<file path="config.mk">
export PLATFORM = sky130hd
export DESIGN_NAME = kernel_stream_sink
export DESIGN_NICKNAME = d
export VERILOG_FILES = /design/src/rtl/kernel_stream_sink.sv
export SDC_FILE = /design/constraint.sdc
export NUM_CORES = 1
export LEC_CHECK = 0
export BUFFER_PORTS_ARGS = -buffer_cell sky130_fd_sc_hd__buf_2
export CORE_ASPECT_RATIO = 0.6
export CORE_MARGIN = 2
export CORE_UTILIZATION = 24
export CTS_CLUSTER_DIAMETER = 30
export CTS_CLUSTER_SIZE = 14
export DETAILED_ROUTE_END_ITERATION = 8
export GPL_TIMING_DRIVEN = 0
export PLACE_DENSITY = 0.38
export RECOVER_POWER = 50
export SETUP_SLACK_MARGIN = 0.2
export SKIP_CTS_REPAIR_TIMING = 1
export SLEW_MARGIN = 20
export SYNTH_ARGS = -nofsm -noshare
export SYNTH_HDL_FRONTEND = slang
export SYNTH_SLANG_ARGS = --single-unit
export TNS_END_PERCENT = 50
</file>
<file path="constraint.sdc">
create_clock -name clk -period 24.2 [get_ports clk]
set_input_delay 6.05 -clock clk [delete_from_list [all_inputs] [get_ports clk]]
set_output_delay 6.05 -clock clk [all_outputs]
set_load 0.01 [all_outputs]
</file>
<file path="src/rtl/kernel_stream_sink.sv">
// Kernel stream sink: packs PACK elements per wide word, buffers words in a show-ahead FIFO, flushes a padded tail word and raises done.
// Optional running checksum port enabled by defining KERNEL_STREAM_SINK_CHKSUM_EN.
module kernel_stream_sink #(
    parameter int STREAMW = 32,
    parameter int PACK    = 4,
    parameter int DEPTH   = 8,
    parameter int NELEMS  = 1024
) (
    input  logic                      clk,
    input  logic                      rst,
    input  logic                      start,
    input  logic                      ivalid,
    output logic                      iready,
    input  logic [STREAMW-1:0]        in_s0,
    output logic                      wvalid,
    input  logic                      wready,
    output logic [STREAMW*PACK-1:0]   wdata,
    output logic                      wlast,
    output logic                      done,
    output logic                      overflow
`ifdef KERNEL_STREAM_SINK_CHKSUM_EN
    ,
    output logic [STREAMW-1:0]        chksum
`endif
);

    localparam int AW = $clog2(DEPTH);
    localparam int IW = (PACK > 1) ? $clog2(PACK) : 1;
    localparam int CW = $clog2(NELEMS + 1);
    localparam int WW = STREAMW * PACK;

    localparam logic [AW:0]   FULL_C      = (AW+1)'(DEPTH);
    localparam logic [AW:0]   RDY_MAX_C   = (AW+1)'(DEPTH - 2);
    localparam logic [IW-1:0] LAST_SLOT_C = IW'(PACK - 1);
    localparam logic [CW-1:0] LAST_ELEM_C = CW'(NELEMS - 1);

    typedef enum logic [2:0] {
        S_IDLE  = 3'd0,
        S_RUN   = 3'd1,
        S_FLUSH = 3'd2,
        S_DRAIN = 3'd3,
        S_DONE  = 3'd4
    } state_t;

    state_t            state_r, state_n;
    logic [CW-1:0]     elem_r;
    logic [IW-1:0]     idx_r;
    logic [WW-1:0]     pack_r;
    logic [WW-1:0]     word_ins_s;
    logic [WW-1:0]     push_data_s;
    logic              push_s, push_last_s, pop_s, can_push_s;
    logic              accept_s, drop_s, clear_run_s;
    logic              iready_r, done_r, overflow_r;

    logic [WW-1:0]     mem_data_r [DEPTH];
    logic              mem_last_r [DEPTH];
    logic [AW-1:0]     wr_ptr_r, rd_ptr_r;
    logic [AW:0]       count_r, count_n;

    assign wvalid     = (count_r != {(AW+1){1'b0}});
    assign wdata      = wvalid ? mem_data_r[rd_ptr_r] : {WW{1'b0}};
    assign wlast      = wvalid ? mem_last_r[rd_ptr_r] : 1'b0;
    assign iready     = iready_r;
    assign done       = done_r;
    assign overflow   = overflow_r;
    assign pop_s      = wvalid & wready;
    // A pop in the same cycle frees the slot a full FIFO needs for the push.
    assign can_push_s = (count_r != FULL_C) || pop_s;
    assign count_n    = count_r + {{AW{1'b0}}, push_s} - {{AW{1'b0}}, pop_s};

    // Current pack register with the incoming beat placed at the active slot.
    always_comb begin
        word_ins_s = pack_r;
        for (int i = 0; i < PACK; i++) begin
            if (idx_r == IW'(i)) begin
                word_ins_s[i*STREAMW +: STREAMW] = in_s0;
            end else begin
                word_ins_s[i*STREAMW +: STREAMW] = pack_r[i*STREAMW +: STREAMW];
            end
        end
    end

    // Next-state, beat accept/drop and FIFO push decisions.
    always_comb begin
        state_n     = state_r;
        push_s      = 1'b0;
        push_last_s = 1'b0;
        push_data_s = word_ins_s;
        accept_s    = 1'b0;
        drop_s      = 1'b0;
        clear_run_s = 1'b0;
        case (state_r)
            S_IDLE, S_DONE: begin
                if (start) begin
                    state_n     = S_RUN;
                    clear_run_s = 1'b1;
                end else begin
                    state_n = state_r;
                end
            end
            S_RUN: begin
                // Valid beats count even while iready is low: producers may lag ready.
                if (ivalid) begin
                    if (idx_r == LAST_SLOT_C) begin
                        if (can_push_s) begin
                            push_s      = 1'b1;
                            push_last_s = (elem_r == LAST_ELEM_C);
                            accept_s    = 1'b1;
                            state_n     = (elem_r == LAST_ELEM_C) ? S_DRAIN : S_RUN;
                        end else begin
                            drop_s = 1'b1;
                        end
                    end else begin
                        accept_s = 1'b1;
                        state_n  = (elem_r == LAST_ELEM_C) ? S_FLUSH : S_RUN;
                    end
                end else begin
                    state_n = S_RUN;
                end
            end
            S_FLUSH: begin
                if (can_push_s) begin
                    push_s      = 1'b1;
                    push_last_s = 1'b1;
                    push_data_s = pack_r;
                    state_n     = S_DRAIN;
                end else begin
                    state_n = S_FLUSH;
                end
            end
            S_DRAIN: begin
                if (count_r == {(AW+1){1'b0}}) begin
                    state_n = S_DONE;
                end else begin
                    state_n = S_DRAIN;
                end
            end
            default: begin
                state_n = S_IDLE;
            end
        endcase
    end

    // Control state, element/slot counters, pack register and status flags.
    always_ff @(posedge clk) begin
        if (rst) begin
            state_r    <= S_IDLE;
            elem_r     <= {CW{1'b0}};
            idx_r      <= {IW{1'b0}};
            pack_r     <= {WW{1'b0}};
            overflow_r <= 1'b0;
            iready_r   <= 1'b0;
            done_r     <= 1'b0;
        end else begin
            state_r  <= state_n;
            iready_r <= (state_n == S_RUN) && (count_n <= RDY_MAX_C);
            done_r   <= (state_n == S_DONE);
            if (clear_run_s) begin
                elem_r     <= {CW{1'b0}};
                idx_r      <= {IW{1'b0}};
                pack_r     <= {WW{1'b0}};
                overflow_r <= 1'b0;
            end else if (accept_s) begin
                elem_r <= elem_r + CW'(1);
                if (idx_r == LAST_SLOT_C) begin
                    idx_r  <= {IW{1'b0}};
                    pack_r <= {WW{1'b0}};
                end else begin
                    idx_r  <= idx_r + IW'(1);
                    pack_r <= word_ins_s;
                end
            end else if (drop_s) begin
                overflow_r <= 1'b1;
            end
        end
    end

    // FIFO pointers and occupancy.
    always_ff @(posedge clk) begin
        if (rst) begin
            wr_ptr_r <= {AW{1'b0}};
            rd_ptr_r <= {AW{1'b0}};
            count_r  <= {(AW+1){1'b0}};
        end else begin
            count_r <= count_n;
            if (push_s) begin
                wr_ptr_r <= wr_ptr_r + AW'(1);
            end
            if (pop_s) begin
                rd_ptr_r <= rd_ptr_r + AW'(1);
            end
        end
    end

    // FIFO storage; stale contents are masked by wvalid so no reset is needed.
    always_ff @(posedge clk) begin
        if (push_s) begin
            mem_data_r[wr_ptr_r] <= push_data_s;
            mem_last_r[wr_ptr_r] <= push_last_s;
        end
    end

`ifdef KERNEL_STREAM_SINK_CHKSUM_EN
    logic [STREAMW-1:0] chksum_r;
    assign chksum = chksum_r;

    // Running sum of stored beats; dropped beats never reach accept_s.
    always_ff @(posedge clk) begin
        if (rst) begin
            chksum_r <= {STREAMW{1'b0}};
        end else if (clear_run_s) begin
            chksum_r <= {STREAMW{1'b0}};
        end else if (accept_s) begin
            chksum_r <= chksum_r + in_s0;
        end
    end
`endif

endmodule

</file>
======== After elaboration in Yosys (flattened, before gate mapping) ========
Memory sizes are Yosys's and may differ from the RTL's. A register that Yosys moved wholly into a read port is not among the register bits.
Cells that the tools add are included.
Widths: inputs -> output; s select.
operators by class
  add/subtract/negate cells ............... 6
  order comparisons ....................... 1
  equal/unequal tests ..................... 11
  muxes and demuxes ....................... 42
  bitwise operators ....................... 2
  reduce and logical (&&, ||, !) cells .... 9
operator list
  operator               number
  $mux 128               4
  $mux 32                4
  $mux 3                 9
  $mux 1                 19
  $pmux 3 s4             1
  $add 11x1->11 const B  1
  $eq 11x10->1 const B   1
  $add 3x1->3 const B    2
  $eq 3x1->1 const B     2
  $eq 3x2->1 const B     2
  $eq 3x3->1 const B     2
  $mux 2                 3
  $add 4x1->4            1
  $eq 2x2->1 const B     2
  $le 4x3->1 const B     1
  $logic_not 4->1        1
  $ne 4x4->1 const B     1
  $pmux 1 s2             2
  $reduce_bool 4->1      1
  $reduce_or 2->1        2
  $sub 4x1->4            1
  $logic_not 3->1        1
  $add 2x1->2 const B    1
  $eq 2x1->1 const B     1
  6 further kinds        6
storage, ports and cells
  register bits ........................... 157
  bits in writable memories ............... 1032
  input port bits ......................... 37
  output and inout port bits .............. 133
  word-level logic and storage cells ...... 83
  memories ................................ 2
memory list
  name        words  width  rd ports  clocked after memory_dff  write ports  line  source
  mem_data_r  8      128    1         1                         1            55    logic [WW-1:0] mem_data_r [DEPTH];
  mem_last_r  8      1      1         1                         1            56    logic mem_last_r [DEPTH];

======== Logic depth before layout (Yosys ltp) ========
  word-level depth ........................ 11
  mapped depth ............................ 14
  mapped depth without buffers ............ 13

======== Worst setup path before layout ========
OpenSTA, ideal clock, no wires.
  path kind ............................... input-to-reg
  start ................................... in ivalid
  end ..................................... mem mem_data_r[0][0] (netlist bit) (enable)
  setup time .............................. 933 ps
  data arrival time ....................... 18881 ps
  data required time ...................... 23267 ps
  path slack .............................. 4386 ps
  cell stages on the path ................. 5
  path buffers ............................ 1
  cell sequence ........................... nor4bb_1 buf_2 a21o_1 nand2_1 nor4_1
on the way
  word-level cells in the longest chain between the ends .. 4
RTL lines
  element                       line  source
  start: declaration            12    input logic ivalid,
  $mux 1                        103   if (ivalid) begin
  $pmux 1 s2                    92    case (state_r)
  $mux 1                        197   if (push_s) begin
  $mux 1 (not written as such)  198   mem_data_r[wr_ptr_r] <= push_data_s;
  end: declaration              55
Every way passes these cells.

==> metrics <==
status=complete, but fails checks; failing checks=max-capacitance violations, max-slew violations; pre-CTS WS=14,110 ps; Layout fillers=18,400; Flop pwr share=0.356; sw frac=0.275; Clock Pin Slew Worst Setup and Hold Paths=50 ps; total wire length=138,000 µm; Synth Cell Area=0.0460 mm²; crit path max fanout=10; P per Cell Area=107 mW/mm²; Yosys top cell area share=0.673; DP Area=0.0517 mm²; first-pass GRT wire length=193,000 µm; clock power share=0.469; CTS Buf Count=208; Worst Path Arrival=4060 ps; flop and latch count out of synthesis=1,192; Setup TNS=0 ps; CTS root buf=clkbuf_16; Die H=343 µm; Peak supply drop=0.0662 mV; CTS max path bufs=4; post-synthesis sequential area ratio=0.743; crit share post-route=0.418; wire per inst=25.1 µm; warnings from Yosys=0; core region area=0.191 mm²; Peak Freq=98.9 MHz; Max-Cap Viols=5; Finished Layout Cells=5,500; via-per-instance ratio=4.41; Final Hold Viols=0; Design Area, Final=0.0585 mm²; RSZ-0062 raised after global routing=false; Post-synth EDFFs=1,032; Sequential Area=0.0342 mm²; syn_nets=2,319; Synth area leader=edfxtp_1; fin crit period=10,110 ps; combinational share of power=0.175; Yosys cell types=53; final setup fails=0; Max Slew Vio Count=56; I/O Buffers=169; pin count of the biggest net entering global routing=19; CTS Sinks=1,192; leak pwr=0.0183 µW; worst hold-check path type=reg -> reg; Main synth FF type=edfxtp_1; vias in the first global route=25,800; slew margin rel.=-0.386; Worst-Skew Late Latency=830 ps; Required @ worst endpoint=18,150 ps; DR iter-0 viols=2,141; synthesized area per cell=20.3 µm²; Pint=4540 µW; GR Util All Layers=0.140; Initial Utilization=0.242; ys async rst share=0; Die Wd=569 µm; Final GP Congestion=0.703; Psw=1730 µW; drt first pass iters=6; total gr overflow=0; Synth top cells by count=1,032 x edfxtp_1, 258 x mux4_2, 160 x dfxtp_1; footprint of the multi-input gates=0.0111 mm²; startpoint type of the worst setup path=flip-flop; initial antenna violation count=29; layout cells sized above 1=0.319; top-level I/O count=170; Mapped Cells=2,268; detailed placement HPWL=95,900 µm; # rows=124; DIE AREA=0.195 mm²; via count=24,300; # nets final=2,859; Cells after DPL=5,118; antenna viol nets, final=0; crit path kind=reg -> out; most frequent cell after synthesis=edfxtp_1; setup slack after layout=14,090 ps; area delta synth->final=27.1%; crit end category=output pin; CTS tree=yes; top cells by area, synth=edfxtp_1 67%, mux4_2 13%, dfxtp_1 7.0%; # DRC=0; clock skew=65.4 ps; # H-tree levels=4; Slew @ Worst Pin=2050 ps
-- kinds of logic after synthesis --
logic type	Yosys count	synth area share
adders and majority gates	14	0.00397
DFF	1192	0.743
buffers and inverters	146	0.0151
muxes	517	0.186
xor gates and xnor gates	6	0.00114
and+or+nand+nor	252	0.0262
AOI/OAI and AO/OA	141	0.0247
-- flip-flops by register name, indices dropped and copies added, names as in the netlist, named ones only --
signal	cells
wr_ptr_r	3
iready	1
count_r	4
overflow	1
mem_last_r	8
mem_data_r	1024
elem_r	11
rd_ptr_r	3
state_r	3
idx_r	2
done	1
pack_r	128
-- power groups by stage --
| stage | combinational, µW | sequential [µW] | clock [µW] |
|---|---|---|---|
| CTS | 1160 | 2230 | 3010 |
| floorplan | 617 | 2270 | 0 |
| finish | 1100 | 2230 | 2940 |
| global placement | 1150 | 2270 | 0 |
| global route | 1200 | 2230 | 3100 |
| detailed placement | 1160 | 2270 | 0 |
-- worst max-delay path: stages, from the launching register on --
cell and delay, ps:
dfxtp_1 320, clkbuf_1 290, clkbuf_2 560, clkbuf_1 810, mux4_2 550, mux2i_1 490
nor2_1 80, buf_2 170
-- layout make-up --
| cell class | instances | share of cell area |
|---|---|---|
| tap | 2520 | 0.0539 |
| inverter | 15 | 0.000963 |
| antenna | 4 | 0.000171 |
| multi-input combinational | 930 | 0.190 |
| buffer | 131 | 0.00937 |
| timing repair buffer | 330 | 0.0399 |
| clock buffer | 258 | 0.0960 |
| clock inverter | 120 | 0.0249 |
| sequential | 1192 | 0.585 |
-- stage by stage --
| step | hold slack (ps) | power, µW | util |
|---|---|---|---|
| 4_1_cts | 454 | 6400 | 0.308 |
| 6_report | 451 | 6270 | 0.307 |
| 5_1_grt | 466 | 6540 | 0.307 |
| 2_1_floorplan | 424 | 2890 | - |
| 3_3_place_gp | 437 | 3420 | 0.263 |
| 3_5_place_dp | 440 | 3430 | 0.271 |
-- cell usage in the layout (no fill, tap or decap), types with 17 or more instances in the layout --
cell type,instances
mux2i_1,131
bufinv_16,26
edfxtp_1,1032
buf_2,220
buf_4,78
clkinvlp_4,19
clkbuf_8,18
nor2_1,149
clkbuf_1,130
buf_12,18
and2_1,34
a22o_1,96
mux2_1,128
mux4_2,258
clkinv_2,25
clkinv_4,17
clkbuf_16,210
a21oi_1,18
dfxtp_1,160
-- path summary, 6_finish.rpt --
check,start,end,slack (ps),cells past startpoint
max reg2reg,state_r[0],mem_data_r[3][87],19150,16
min reg2reg,pack_r[99],pack_r[99],450,1
max,flip-flop,wdata[96],14090,7
min,pack_r[99],pack_r[99],450,1
-- per-layer routing --
layer	track usage	wire length [µm]
met4	0.0346	3040
met1	0.191	63100
met3	0.0278	7200
met5	0	48
met2	0.228	64900
(Power assumes the default switching activity.)
